==> config.mk <==
export PLATFORM = sky130hd
export DESIGN_NAME = lacc_reg_file
export DESIGN_NICKNAME = d
export VERILOG_FILES = /design/src/rtl/lacc_pkg.sv /design/src/rtl/reg_word.sv /design/src/rtl/lacc_reg_file.sv
export SDC_FILE = /design/constraint.sdc
export NUM_CORES = 1
export LEC_CHECK = 0
export CORE_MARGIN = 2
export CORE_UTILIZATION = 37
export DETAILED_ROUTE_END_ITERATION = 8
export PLACE_DENSITY = 0.66
export REMOVE_ABC_BUFFERS = 1
export SLEW_MARGIN = 20
export SYNTH_ARGS = -nofsm -noshare
export SYNTH_HDL_FRONTEND = slang
export SYNTH_SLANG_ARGS = --single-unit
==> constraint.sdc <==
create_clock -name clock -period 2.1 [get_ports clock]
set_input_delay 0.315 -clock clock [delete_from_list [all_inputs] [get_ports clock]]
set_output_delay 0.315 -clock clock [all_outputs]
set_load 0.05 [all_outputs]
==> src/rtl/lacc_pkg.sv <==
// Shared constants and types for the lacc register file.
// Optional macro REGFILE_BYPASS_EN is consumed by lacc_reg_file.
package lacc_pkg;
  localparam int DATA_W  = 16;
  localparam int ADDR_W  = 4;
  localparam int ACC_IDX = 1;

  typedef logic [DATA_W-1:0] data_t;
  typedef logic [ADDR_W-1:0] reg_idx_t;

  localparam reg_idx_t ZERO_IDX = '0;
endpackage

==> src/rtl/reg_word.sv <==
// One register-file word: write-enabled flop with asynchronous active-low clear.
module reg_word
  import lacc_pkg::*;
#(
  parameter int WIDTH = DATA_W
) (
  input  logic             clock,
  input  logic             reset_n,
  input  logic             en,
  input  logic [WIDTH-1:0] d,
  output logic [WIDTH-1:0] q
);

  always_ff @(posedge clock or negedge reset_n) begin
    if (!reset_n) begin
      q <= '0;
    end else if (en) begin
      q <= d;
    end
  end

endmodule

==> src/rtl/lacc_reg_file.sv <==
// 16x16 register file with two operand read ports and a fixed accumulator port.
// Define REGFILE_BYPASS_EN to forward same-cycle write data onto matching read ports.
module lacc_reg_file #(
  parameter int DATA_W  = lacc_pkg::DATA_W,
  parameter int ADDR_W  = lacc_pkg::ADDR_W,
  parameter int ACC_IDX = lacc_pkg::ACC_IDX
) (
  input  logic              clock,
  input  logic              reset_n,
  input  logic [ADDR_W-1:0] Read1,
  input  logic [ADDR_W-1:0] Read2,
  input  logic [ADDR_W-1:0] WriteReg,
  input  logic [DATA_W-1:0] WriteData,
  input  logic              RegWrite,
  output logic [DATA_W-1:0] Data1,
  output logic [DATA_W-1:0] Data2,
  output logic [DATA_W-1:0] Data3,
  output logic [ADDR_W-1:0] AccIdx
);

  localparam int DEPTH = 2 ** ADDR_W;

  logic [DATA_W-1:0] regs [DEPTH];
  logic [DEPTH-1:1]  wr_en;

  // Index 0 is a constant zero, so no storage exists for it.
  assign regs[0] = '0;

  generate
    for (genvar gi = 1; gi < DEPTH; gi++) begin : g_word
      assign wr_en[gi] = RegWrite && (WriteReg == ADDR_W'(gi));

      reg_word #(
        .WIDTH (DATA_W)
      ) u_word (
        .clock   (clock),
        .reset_n (reset_n),
        .en      (wr_en[gi]),
        .d       (WriteData),
        .q       (regs[gi])
      );
    end
  endgenerate

`ifdef REGFILE_BYPASS_EN
  logic fwd_ok;
  assign fwd_ok = RegWrite && (WriteReg != ADDR_W'(lacc_pkg::ZERO_IDX));

  always_comb begin
    Data1 = regs[Read1];
    Data2 = regs[Read2];
    Data3 = regs[ACC_IDX];
    if (fwd_ok && (WriteReg == Read1))               Data1 = WriteData;
    if (fwd_ok && (WriteReg == Read2))               Data2 = WriteData;
    if (fwd_ok && (WriteReg == ADDR_W'(ACC_IDX)))    Data3 = WriteData;
  end
`else
  always_comb begin
    Data1 = regs[Read1];
    Data2 = regs[Read2];
    Data3 = regs[ACC_IDX];
  end
`endif

  assign AccIdx = ADDR_W'(ACC_IDX);

endmodule

# --- Word-level counts from Yosys, hierarchy flattened ---
# Index checks and enable logic that the tools add are counted.
word_totals:
  ff_bits: 240
  input_bits: 31
op_classes:
  n_bitwise: 2
  n_lt_le_gt_ge: 2
  n_mux: 6
  reduce_logical: 15
  eq_ne: 15
ops:
  columns: ["cell", "n"]
  rows:
  - ["$bmux W16 S4", 2]
  - ["$mux W16", 4]
  - ["$eq A4 B4 Y1 const B", 8]
  - ["$eq A4 B3 Y1 const B", 4]
  - ["$logic_and A1 B1 Y1", 15]
  - ["$ge A5 B5 Y1 const B", 2]
  - ["$not A4 Y5", 2]
  - ["$eq A4 B2 Y1 const B", 2]
  - ["$eq A4 B1 Y1 const B", 1]

# --- Longest topological paths before layout ---
logic_depth:
  word_depth: 4
  ltp_mapped: 7
  mapped_depth_nobuf: 4

# --- By module ---
# A second synthesis with hierarchy kept.
unflattened:
  hier_cells: 858
  area_unflattened_um2: 13924.6
by_module_without_submodules:
  columns: ["mod", "area_per_inst_um2", "n_inst", "cells_per_inst"]
  rows:
  - ["reg_word", 649.4, 15, 34]
  - ["lacc_reg_file", 4184.0, 1, 348]

# --- Worst setup path after synthesis ---
# No wires, ideal clock.
synth_timing:
  kind: "input to output"
  startpoint: "input Read2[0]"
  endpoint: "output Data2[10]"
  stages: 6
  t_required_ps: 1785
  setup_slack_ps: -283
  path_buffers: 3
  arrival_ps: 2068
  path_cell_list: "buf_6 -> buf_2 -> buf_2 -> a221oi_1 -> o22a_1 -> a31oi_1"
synth_via:
  elab_chain_cells: 4
synth_rtl:
  columns: ["item", "line_no", "rtl"]
  rows:
  - ["start, declared", "lacc_reg_file.sv:11", "input logic [ADDR_W-1:0] Read2,"]
  - ["$not A4 Y5 (not written as such)", "lacc_reg_file.sv:60", "Data2 = regs[Read2];"]
  - ["$bmux W16 S4", "lacc_reg_file.sv:60", null]
  - ["$mux W16 (not written as such) (2 in a row)", "lacc_reg_file.sv:60", null]
  - ["end, declared", "lacc_reg_file.sv:16", "output logic [DATA_W-1:0] Data2,"]
# Every way passes these cells. The select of a mux whose other input is x is not followed.

# --- Worst setup path in the final report ---
layout_timing:
  startpoint: "register g_word[1].u_word.q[0]"
  endpoint: "output Data1[0]"
layout_via:
  elab_chain_cells: 3
layout_rtl:
  columns: ["item", "line_no", "rtl"]
  rows:
  - ["start, declared", "reg_word.sv:11", "output logic [WIDTH-1:0] q"]
  - ["start signal, assigned", "reg_word.sv:16", "q <= '0;"]
  - ["start signal, assigned", "reg_word.sv:18", "q <= d;"]
  - ["$bmux W16 S4", "lacc_reg_file.sv:59", "Data1 = regs[Read1];"]
  - ["$mux W16 (not written as such) (2 in a row)", "lacc_reg_file.sv:59", null]
  - ["end, declared", "lacc_reg_file.sv:15", "output logic [DATA_W-1:0] Data1,"]
# Every way passes these cells. The select of a mux whose other input is x is not followed.

==> flow_summary.ini <==
[synth]
ys_types = 31
yosysTopAreaCellShare_pct = 46.01
synth_area_leaders = dfrtp_1, mux2_2, mux4_2
async_flop_share_pct = 100.0
synth_flop_cell = dfrtp_1
syn_area_per_cell_um2 = 15.02
synth_top_cells_by_count = mux2_2, dfrtp_1, mux4_2
yosysMostFrequentCell = mux2_2
synth_edf_count = 0
ys_warn_count = 0
synth_area_leader_cell = dfrtp_1
ys_ff_latch = 240
seq_area_frac_synth_pct = 46.01
synth_area_um2 = 13050
netlist_instances = 869

[timing]
fin_crit_sh_pct = 118.0
setup_viol_count_final = 32
slew_viol_final = 0
fin_ws_ps = -377.8
rsz0062_at_grt = yes
hold_viol = 0
worst_pin_slew_ps = 601.0
relSlewSlack_pct = 59.81
max_freq_mhz = 403.6
fin_skew_ps = 0
final.min_clock_period_ps = 2478
hold_slack_ps = 284.5

[detailed_routing]
vias = 8706
drc = 0
firstDrtPassIters = 6
totalWireLength_mm = 37.68
via_per_inst = 5.720
ant_nets = 0
drt_iter0_markers = 588
routedWlPerCell_um = 24.75

[finish]
antennaDiodeCount = 0
largestRegisters = g_word.u_word.q: 240 flops
final_core_util_pct = 48.79
syn_to_final_growth_pct = 29.45
drive_gt1_share_pct = 61.29
final_nets = 1077
regMostFlops = g_word.u_word.q
largest_reg_flops = 240

[power_and_ir_drop]
total_power_mw = 16.96
power.density_nw_per_um2 = 1004
peakVddDrop_mv = 0.6879
power.leakage_nw = 7.146

[clock_network]
cts_tree = yes
cts-root-buf = clkbuf_16
clk_path_buf_depth = 3
clock-sinks = 240
clock_latency_ps = 540
htreeDepth = 1
clk_pin_slew_ps = 60
numCtsBuffers = 28

[floorplanning]
initial_core_util_pct = 37.69
die_w_um = 191.8
die_area_um2 = 36790
io_pins = 83
rows = 68
coreArea_um2 = 34630
dieHeight_um = 191.8

[worst_setup_path]
cp-end-kind = primary output
cp_max_fo = 3
critPathLaunchType = flip-flop
cp.required_ps = 1780
critical_path_class = reg2out
cp.arrival_ps = 2160
r2r.worst_path.cells = 2

[placement]
dp_slack_ps = -342.6
dp_hpwl_mm = 25.01
finalWeightedCongestion = 0.8223
port_buffers = 78

[grt]
antenna_found_initial = 0
first_global_vias = 9256
grt_max_degree = 62
gr-total-overflow = 0
grt_first_pass_wirelength_mm = 57.52
track_usage_pct = 20.89

[status]
status = finished with violations
violations = setup timing

[worst_hold_path]
hp-class = in2async

[job]
max-cap-violations = 0
==> stage by stage <==
stage          instance area [um2]  std cells  TNS [ps]
3_5_place_dp                 15460       1440    -15830
6_report                     16900       1522     -8576
4_1_cts                      16680       1513     -9041
3_3_place_gp                 15460       1440    -12690
2_1_floorplan                12600        785     -4479
5_1_grt                      16900       1522    -10500
==> metal layers <==
layer	part of all wire (%)	GRT usage (%)	wire length, um	vias up
met2	49	34.75	18420	252
li1	-	-	-	3746
met3	4.9	3.344	1858	71
met5	0	0	0	-
met1	43	28.20	16330	4637
met4	2.8	6.243	1072	0
==> critical path, stage by stage, from the launching register on <==
cell and delay [ps]:
dfrtp_2 440, mux2_2 280, a22o_1 200, mux4_2 520, buf_12 180
==> layout make-up <==
class / count / area, um2
multi-input combinational: 536 / 6782
inverter: 9 / 33.78
timing repair buffer: 231 / 2547
tap: 455 / 569.3
fill: 2939 / 17730
clock buffer: 44 / 842.1
sequential: 240 / 6008
clock inverter: 7 / 113.9
==> report_power, final <==
group / internal, mW / switching, mW / total [mW] / leakage (nW)
Clock: 3.10 / 1.91 / 5.01 / 0.469
Combinational: 3.06 / 2.38 / 5.44 / 3.74
Sequential: 5.71 / 0.803 / 6.52 / 2.94
==> cells in the final DEF (no fill, tap or decap), types with 12 or more instances in the layout <==
| cell type | instances |
|---|---|
| mux4_2 | 91 |
| dfrtp_1 | 238 |
| mux2_2 | 280 |
| a22o_1 | 16 |
| clkbuf_16 | 33 |
| nor2_2 | 14 |
| mux2_1 | 13 |
| buf_12 | 49 |
| mux2i_1 | 12 |
| buf_4 | 127 |
| clkdlybuf4s50_1 | 26 |
==> path summary, 6_finish.rpt <==
kind	startpoint	end	slack, ps
max in group asynchronous	reset_n	g_word[1].u_word.q[0]$_DFFE_PN0P_	1090
max reg2reg	g_word[1].u_word.q[9]$_DFFE_PN0P_	g_word[1].u_word.q[9]$_DFFE_PN0P_	1140
min reg2reg	g_word[4].u_word.q[5]$_DFFE_PN0P_	g_word[4].u_word.q[5]$_DFFE_PN0P_	510
min in group clock	g_word[4].u_word.q[5]$_DFFE_PN0P_	g_word[4].u_word.q[5]$_DFFE_PN0P_	510
min	reset_n	g_word[1].u_word.q[10]$_DFFE_PN0P_	280
max	g_word[1].u_word.q[0]$_DFFE_PN0P_	Data1[0]	-380
==> cell families after synthesis <==
kind of cell    share of synthesized area, %
mux                                    43.28
flops                                  46.01
buf+inv                                3.796
compound gates                         5.004
simple gates                           1.850
other cells                          0.05754
==> repair_timing <==
item,CTS,global route
hold buffers,1,0
endpoints found under the hold margin,51,0
resized for setup,54,40
setup buffers,29,9
endpoints found under the setup margin,39,37
pin swaps,11,13
No activity file was read; power rests on OpenSTA's default activity.
